===== src/rtl/sl_transmitter.sv =====
// Serial Line word transmitter: takes one word over valid/ready and emits it as
// low pulses on SL0 (bit 0) or SL1 (bit 1), LSB first, with optional odd parity.
module sl_transmitter #(
  parameter int PULSE_CYCLES    = 16,
  parameter int BIT_GAP_CYCLES  = 16,
  parameter int WORD_GAP_CYCLES = 64
) (
  input  logic        clk,
  input  logic        rst,
  input  logic [31:0] tx_data,
  input  logic [5:0]  tx_bq,
  input  logic        tx_pce,
  input  logic        tx_valid,
  output logic        tx_ready,
  output logic        sl0_o,
  output logic        sl1_o,
  output logic        busy,
  output logic        done,
  output logic        bq_err
);

  localparam logic [1:0] IDLE = 2'd0;
  localparam logic [1:0] LOW  = 2'd1;
  localparam logic [1:0] HIGH = 2'd2;
  localparam logic [1:0] WGAP = 2'd3;

  localparam logic [15:0] PULSE_LAST = 16'(PULSE_CYCLES - 1);
  localparam logic [15:0] GAP_LAST   = 16'(BIT_GAP_CYCLES - 1);
  localparam logic [15:0] WGAP_LAST  = 16'(WORD_GAP_CYCLES - 1);

  logic [1:0]  state_q, state_d;
  logic [32:0] frame_q, frame_d;
  logic [5:0]  total_q, total_d;
  logic [5:0]  idx_q, idx_d;
  logic [15:0] cnt_q, cnt_d;
  logic        sl0_q, sl0_d;
  logic        sl1_q, sl1_d;
  logic        done_q, done_d;
  logic        bqErr_q, bqErr_d;

  // Frame assembled at accept: data masked to N bits, parity bit placed at position N.
  logic [32:0] dataMask;
  logic [32:0] maskedData;
  logic [32:0] newFrame;
  logic        bqIllegal;

  always_comb begin
    dataMask   = (33'd1 << tx_bq) - 33'd1;
    maskedData = {1'b0, tx_data} & dataMask;
    newFrame   = maskedData | ((tx_pce && !(^maskedData)) ? (33'd1 << tx_bq) : 33'd0);
    bqIllegal  = (tx_bq == 6'd0) || (tx_bq > 6'd32);
  end

  always_comb begin
    state_d = state_q;
    frame_d = frame_q;
    total_d = total_q;
    idx_d   = idx_q;
    cnt_d   = cnt_q;
    sl0_d   = sl0_q;
    sl1_d   = sl1_q;
    done_d  = 1'b0;
    bqErr_d = 1'b0;
    case (state_q)
      IDLE: begin
        if (tx_valid) begin
          if (bqIllegal) begin
            bqErr_d = 1'b1;
          end else begin
            frame_d = newFrame;
            total_d = tx_bq + {5'd0, tx_pce};
            idx_d   = 6'd0;
            cnt_d   = 16'd0;
            state_d = LOW;
            sl0_d   = newFrame[0];
            sl1_d   = ~newFrame[0];
          end
        end
      end
      LOW: begin
        if (cnt_q == PULSE_LAST) begin
          cnt_d   = 16'd0;
          state_d = HIGH;
          sl0_d   = 1'b1;
          sl1_d   = 1'b1;
          frame_d = frame_q >> 1;
          idx_d   = idx_q + 6'd1;
        end else begin
          cnt_d = cnt_q + 16'd1;
        end
      end
      HIGH: begin
        if (cnt_q == GAP_LAST) begin
          cnt_d = 16'd0;
          if (idx_q == total_q) begin
            state_d = WGAP;
          end else begin
            state_d = LOW;
            sl0_d   = frame_q[0];
            sl1_d   = ~frame_q[0];
          end
        end else begin
          cnt_d = cnt_q + 16'd1;
        end
      end
      default: begin
        if (cnt_q == WGAP_LAST) begin
          cnt_d   = 16'd0;
          state_d = IDLE;
          done_d  = 1'b1;
        end else begin
          cnt_d = cnt_q + 16'd1;
        end
      end
    endcase
  end

  always_ff @(posedge clk) begin
    if (rst) begin
      state_q <= IDLE;
      frame_q <= 33'd0;
      total_q <= 6'd0;
      idx_q   <= 6'd0;
      cnt_q   <= 16'd0;
      sl0_q   <= 1'b1;
      sl1_q   <= 1'b1;
      done_q  <= 1'b0;
      bqErr_q <= 1'b0;
    end else begin
      state_q <= state_d;
      frame_q <= frame_d;
      total_q <= total_d;
      idx_q   <= idx_d;
      cnt_q   <= cnt_d;
      sl0_q   <= sl0_d;
      sl1_q   <= sl1_d;
      done_q  <= done_d;
      bqErr_q <= bqErr_d;
    end
  end

  assign tx_ready = (state_q == IDLE);
  assign busy     = (state_q != IDLE);
  assign sl0_o    = sl0_q;
  assign sl1_o    = sl1_q;
  assign done     = done_q;
  assign bq_err   = bqErr_q;

endmodule


===== config.mk =====
export PLATFORM = sky130hd
export DESIGN_NAME = sl_transmitter
export DESIGN_NICKNAME = d
export VERILOG_FILES = /design/src/rtl/sl_transmitter.sv
export SDC_FILE = /design/constraint.sdc
export NUM_CORES = 1
export LEC_CHECK = 0
export ABC_AREA = 0
export CORE_MARGIN = 2
export CORE_UTILIZATION = 55
export DETAILED_ROUTE_END_ITERATION = 12
export MAX_ROUTING_LAYER = met4
export PLACE_DENSITY = 0.77
export SYNTH_ARGS = -nofsm -noshare
export SYNTH_HDL_FRONTEND = slang
export SYNTH_SLANG_ARGS = --single-unit

===== constraint.sdc =====
create_clock -name clk -period 9.13 [get_ports clk]
set_input_delay 1.826 -clock clk [delete_from_list [all_inputs] [get_ports clk]]
set_output_delay 1.826 -clock clk [all_outputs]
set_load 0.02 [all_outputs]

==> results.json, run 1 <==
{
  "dp_hpwl_um": 9910,
  "drive_above_1_share_pct": 6.38,
  "hold_path.class": "flop to flop",
  "r2r_cells": 10,
  "period_needed_ns": 7.12,
  "crit_path_start_kind": "input port",
  "synth_edf_count": 0,
  "rsz0062_at_grt": "false",
  "status": "finished clean",
  "clock_path_buffers": 2,
  "slew_viol_final": 0,
  "core_sq_um": 8680,
  "syn2layout_area_growth_pct": 13.4,
  "finalPower_w": 0.00130,
  "grt_pass1_wl_um": 22700,
  "grt_max_degree": 55,
  "diodes": 0,
  "fin_crit_sh_pct": 78.0,
  "p_per_area_nw_per_um2": 236,
  "clkTransAtPathRegs_ns": 0.08,
  "tightest_slew_ns": 1.21,
  "place_area_sq_um": 5270,
  "async_flop_share_pct": 0,
  "setup_slack_ns": 2.01,
  "fin_area_sq_um": 5530,
  "num_vias": 4865,
  "hold_buffers": 0,
  "synth_cells": 613,
  "pre_cts_slack_ns": 1.98,
  "end_kind": "flop",
  "relSlewSlack_pct": 19.1,
  "die_y_um": 98.2,
  "critPathRequiredTime_ns": 9.35,
  "start_util_pct": 56.2,
  "synth_fp_nets": 664,
  "synthDistinctLibCells": 66,
  "min_from": "cnt_q[1]",
  "ys_ff_latch": 67,
  "timing.reg2reg.setup_slack_ns": 5.52,
  "insertion_delay_ns": 0.35,
  "num-nets-final": 674,
  "grt_busiest_layer": "met2",
  "crit_start": "tx_bq[3]",
  "cts_inserted_buffers": 9,
  "avgRoutedWirePerCell_um": 19.1,
  "p_leak_nw": 1.92,
  "maxCapViolations": 0,
  "area.sequential_sq_um": 1340,
  "grt_overflow": 0,
  "fp.dieW_um": 98.2,
  "arrival_ns": 7.33,
  "drtAntennaViolNets": 0,
  "min_path_cells": 2,
  "grt_util_met1_pct": 39.1,
  "rr_startpoint": "cnt_q[7]",
  "die_area_sq_um": 9640,
  "io_pins": 48,
  "route.detailed.drc": 0,
  "rows": 34,
  "path_class": "input port to flop",
  "num-fill-cells": 793,
  "cts.sinks": 67,
  "fin_skew_ns": 0.00870,
  "seq_area_frac_synth_pct": 27.5,
  "routed_via_density": 6.62,
  "yosysWarnings": 0,
  "finalHoldViolations": 0,
  "grtUsageMet3_pct": 4.94,
  "holdWs_ns": 0.481,
  "routed_wl_um": 14100,
  "use_met2_pct": 47.0,
  "cts_resized": 0,
  "root_buffer": "clkbuf_8",
  "regToRegEndpoint": "idx_q[5]",
  "antenna_found_initial": 0,
  "cp_max_fo": 32,
  "post-cts-setup-buffers": 0,
  "gr-usage-all-layers_pct": 29.9,
  "report.final.setup_viol": 0,
  "drtIter0Drc": 425,
  "htreeDepth": 3,
  "place_congestion": 1.00,
  "clock.fmax_ghz": 0.140,
  "multi_input_area_sq_um": 3260,
  "synthFlopType": "dfxtp_1",
  "cts_tree": "yes",
  "avgSynthCellArea_sq_um": 7.96,
  "portBuffers": 47,
  "vdd_ir_drop_max_v": 0.000177,
  "tns_ns": 0,
  "grt_pass1_vias": 4509,
  "syn_area_sq_um": 4880,
  "hold_end": "cnt_q[1]",
  "first_pass_iters": 5
}
==> layer usage <==
metal | wire [um] | vias to the layer above
met3 | 1180 | 32
met5 | 0 | -
met1 | 5980 | 2288
met4 | 404 | 0
met2 | 6500 | 252
li1 | - | 2293
==> worst max path at each step <==
stage	end	cells past startpoint
detailed placement	frame_q[27]	15
finish	frame_q[10]	15
CTS	frame_q[10]	15
floorplan	frame_q[26]	17
global placement	frame_q[1]	15
global route	frame_q[10]	15
==> area by class of cell <==
class                      instances  share of cell area (%)
sequential                        67                    24.2
tap                              108                    2.44
clock inverter                     6                    2.49
multi-input combinational        484                    58.9
inverter                           9                   0.611
timing repair buffer              52                    9.09
clock buffer                       9                    2.24
==> metrics by stage <==
stage,instances,util (%)
after detailed placement,720,60.7
after global routing,735,63.7
after CTS,735,63.7
after floorplan,613,-
final,735,63.7
after global placement,720,60.7
==> power breakdown <==
part	internal, W	total (W)	switching [W]
logic	0.000212	0.000561	0.000350
registers	0.000369	0.000410	0.0000409
clock network	0.000209	0.000333	0.000124
==> cell usage after synthesis, types with 9 or more instances <==
library cell / number / area (sq um)
o21ai_0: 47 / 235
a311oi_1: 26 / 228
buf_2: 12 / 60.1
nand3_1: 18 / 90.1
dfxtp_1: 67 / 1340
xnor2_1: 31 / 272
nand4_1: 35 / 219
a21oi_1: 19 / 95.1
xor2_1: 27 / 236
nand2_1: 46 / 173
nor2_1: 51 / 191
nor3_1: 15 / 75.1
clkbuf_1: 32 / 120
or4_1: 31 / 233
inv_1: 9 / 33.8
ha_1: 9 / 113
==> registers in the layout, indices dropped and copies added, names as in the netlist <==
register,count
state_q,2
cnt_q,16
bq_err,1
sl1_o,1
frame_q,33
idx_q,6
sl0_o,1
done,1
total_q,6
==> logic make-up after synthesis <==
| family | after synthesis | share of synthesized area (%) |
|---|---|---|
| DFF | 67 | 27.5 |
| and+or+nand+nor | 257 | 29.0 |
| adders and majority gates | 10 | 2.51 |
| xor gates and xnor gates | 65 | 13.8 |
| buffers and inverters | 62 | 5.93 |
| muxes | 9 | 1.92 |
| AOI/OAI and AO/OA | 143 | 19.3 |
==> cells in the final DEF, fill, tap and decap left out, types with 3 or more instances in the layout <==
| cell type | count |
|---|---|
| a211oi_1 | 7 |
| a21oi_1 | 17 |
| a311oi_1 | 26 |
| a31oi_1 | 4 |
| and2_1 | 8 |
| and3_1 | 8 |
| buf_4 | 5 |
| bufinv_16 | 4 |
| clkbuf_8 | 9 |
| clkdlybuf4s50_1 | 46 |
| dfxtp_1 | 67 |
| ha_1 | 9 |
| inv_1 | 9 |
| mux2_2 | 3 |
| mux2i_1 | 6 |
| nand2_1 | 46 |
| nand2b_1 | 8 |
| nand3_1 | 18 |
| nand4_1 | 35 |
| nor2_1 | 50 |
| nor2b_1 | 4 |
| nor3_1 | 15 |
| nor4_1 | 7 |
| o21a_1 | 4 |
| o21ai_0 | 47 |
| o21ai_1 | 7 |
| o31ai_1 | 4 |
| or2_2 | 3 |
| or3_1 | 8 |
| or4_1 | 31 |
| xnor2_1 | 31 |
| xnor3_1 | 5 |
| xor2_1 | 27 |
==> critical path: stages <==
cell,delay [ns]
clkdlybuf4s50_1,0.87
or4_1,0.77
nor2_1,0.21
inv_1,0.10
ha_1,0.42
nand2_1,0.19
a2bb2oi_1,0.22
nor2b_1,0.07
o21ai_1,0.41
xor2_1,0.22
xnor2_1,0.15
xnor3_1,0.50
xnor2_4,0.69
nand4_1,0.24
a311oi_1,0.44
(Power assumes the default switching activity.)
==> run 2: changes to the inputs <==
--- a/config.mk
+++ b/config.mk
@@ -7,10 +7,10 @@
 export LEC_CHECK = 0
 export ABC_AREA = 0
 export CORE_MARGIN = 2
-export CORE_UTILIZATION = 55
+export CORE_UTILIZATION = 53
 export DETAILED_ROUTE_END_ITERATION = 12
 export MAX_ROUTING_LAYER = met4
-export PLACE_DENSITY = 0.77
+export PLACE_DENSITY = 0.78
 export SYNTH_ARGS = -nofsm -noshare
 export SYNTH_HDL_FRONTEND = slang
 export SYNTH_SLANG_ARGS = --single-unit
==> constraint.sdc (replaced) <==
create_clock -name clk -period 6.05 [get_ports clk]
set_input_delay 1.21 -clock clk [delete_from_list [all_inputs] [get_ports clk]]
set_output_delay 1.21 -clock clk [all_outputs]
set_load 0.02 [all_outputs]
==> run 2 against run 1 <==
Cell area grew 1.1%. Combinational power increased by 57%. Wire length is 3.9% higher. Via count up 0.53%. Global-route usage grew 0.33 points. Setup slack got worse by 1.3 ns. Register-to-register slack worse by 3.0 ns. Clock skew is 0.0031 ns higher. Die area rose by 3.6%. Count of clock-buffer cells in the layout is the same. Critical path type unchanged. Largest cell class unchanged.
==> results.json, run 2 (synthesized netlist as in run 1, its figures left out) <==
{
  "cts_tree": "yes",
  "slew_viol_final": 0,
  "cts_inserted_buffers": 9,
  "hold_end": "cnt_q[1]",
  "place_inst": 737,
  "crit_top_cell": "xnor3_1",
  "post-cts-setup-buffers": 0,
  "p_leak_nw": 1.96,
  "finalNonFillerCells": 752,
  "htreeDepth": 3,
  "vdd_ir_drop_max_v": 0.000217,
  "antenna_found_initial": 0,
  "clock.fmax_ghz": 0.189,
  "start_util_pct": 53.8,
  "largest_register": "frame_q",
  "rsz0062_at_grt": "false",
  "drive_above_1_share_pct": 8.42,
  "path_class": "input port to flop",
  "rr_startpoint": "cnt_q[9]",
  "crit_slowest_cell": "or4_1",
  "timing.reg2reg.setup_slack_ns": 2.48,
  "drtIter0Drc": 381,
  "clock_path_buffers": 2,
  "end_kind": "flop",
  "min_path_cells": 2,
  "dp_hpwl_um": 10900,
  "finalHoldViolations": 0,
  "crit_path_start_kind": "input port",
  "clkTransAtPathRegs_ns": 0.08,
  "maxCapViolations": 0,
  "num-nets-final": 688,
  "utilization_pct": 61.7,
  "status": "finished clean",
  "route.detailed.drc": 0,
  "largest_reg_flops": 33,
  "critPathRequiredTime_ns": 6.26,
  "routed_wl_um": 14600,
  "die_area_sq_um": 9990,
  "report.final.setup_viol": 0,
  "grt_max_degree": 55,
  "top_regs": "frame_q: 33 flops, cnt_q: 16 flops",
  "root_buffer": "clkbuf_8",
  "gr-usage-all-layers_pct": 30.2,
  "regToRegEndpoint": "frame_q[7]",
  "place_congestion": 0.966,
  "grt_pass1_wl_um": 23100,
  "avgRoutedWirePerCell_um": 19.4,
  "drtAntennaViolNets": 0,
  "min_from": "cnt_q[1]",
  "die_y_um": 99.9,
  "relSlewSlack_pct": 22.8,
  "hold_buffers": 0,
  "period_needed_ns": 5.30,
  "p_per_area_nw_per_um2": 342,
  "grt_pass1_vias": 4516,
  "mostFrequentLayoutCells": "dfxtp_1, nor2_1, o21ai_0, nand2_1, clkdlybuf4s50_1",
  "first_pass_iters": 5,
  "cpPeakStageDelay_ns": 0.62,
  "tns_ns": 0,
  "insertion_delay_ns": 0.35,
  "cts_resized": 0,
  "layout_commonest_cell": "dfxtp_1",
  "r2r_cells": 10,
  "fp.dieW_um": 99.9,
  "fin_crit_sh_pct": 87.7,
  "cts.sinks": 67,
  "core_sq_um": 9060,
  "cp_max_fo": 20,
  "routed_via_density": 6.50,
  "portBuffers": 47,
  "grt_overflow": 0,
  "io_pins": 48,
  "fin_skew_ns": 0.0118,
  "syn2layout_area_growth_pct": 14.6,
  "hold_path.class": "flop to flop",
  "tightest_slew_ns": 1.16,
  "arrival_ns": 5.52,
  "rows": 35,
  "num_vias": 4891,
  "path_cells": "clkdlybuf4s50_1 > or4_1 > nor2_1 > inv_1 > ha_1 > nand2_1 > nor2_1 > a31oi_1 > buf_4 > xnor3_1 > xnor3_1 > xnor3_1 > mux2i_1 > nor4b_1 > or4_1",
  "diodes": 0
}
-- run 2: cell count changes in the layout (fill, tap and decap cells not counted), sizes merged --
cell / delta
buf: +14
clkinvlp: +2
bufinv: -2
-- run 2: routing by layer --
metal,vias to the layer above,track usage (%),routed length (um)
li1,2322,-,-
met1,2310,40.6,6380
met2,225,45.4,6720
met3,34,5.71,1070
met4,0,11.2,443
met5,-,-,0
-- run 2: final cells by class --
type	count	area (sq um)
Clock buffer	9	124
Clock inverter	6	88.8
Fill cell	835	3470
Inverter	9	33.8
Multi-Input combinational cell	484	3260
Sequential cell	67	1340
Tap cell	111	139
Timing Repair Buffer	66	608
-- run 2: worst max-delay path: cells and delay by family --
kind                       cells  cell delay, ns
and+or+nand+nor                6            1.62
xor gates and xnor gates       3            1.04
buffers and inverters          3            0.71
adders and majority gates      1            0.42
muxes                          1            0.32
AOI/OAI and AO/OA              1            0.19
-- run 2: power breakdown --
part	leakage (nW)	switching (W)	internal, W
combinational	1.31	0.000537	0.000345
sequential	0.549	0.0000616	0.000557
clock	0.102	0.000183	0.000230
total	1.96	0.000781	0.00113
-- run 2: worst max-delay path by stage --
stage	from	to	cells past startpoint
after detailed placement	tx_bq[3]	sl1_o	14
after global placement	tx_bq[3]	sl1_o	14
after CTS	tx_bq[3]	sl1_o	14
after global routing	tx_bq[3]	frame_q[9]	16
after floorplan	tx_bq[0]	frame_q[26]	17
final	tx_bq[3]	sl1_o	15
-- run 2: stage by stage --
| step | power [W] | hold slack, ns | setup WS [ns] | cell area, sq um |
|---|---|---|---|---|
| 4_1_cts | 0.00190 | 0.501 | 0.768 | 5590 |
| 6_report | 0.00191 | 0.501 | 0.747 | 5590 |
| 5_1_grt | 0.00202 | 0.530 | 0.581 | 5590 |
| 2_1_floorplan | 0.00132 | 0.444 | 1.17 | 4880 |
| 3_5_place_dp | 0.00149 | 0.478 | 0.401 | 5380 |
| 3_3_place_gp | 0.00147 | 0.457 | 0.431 | 5380 |
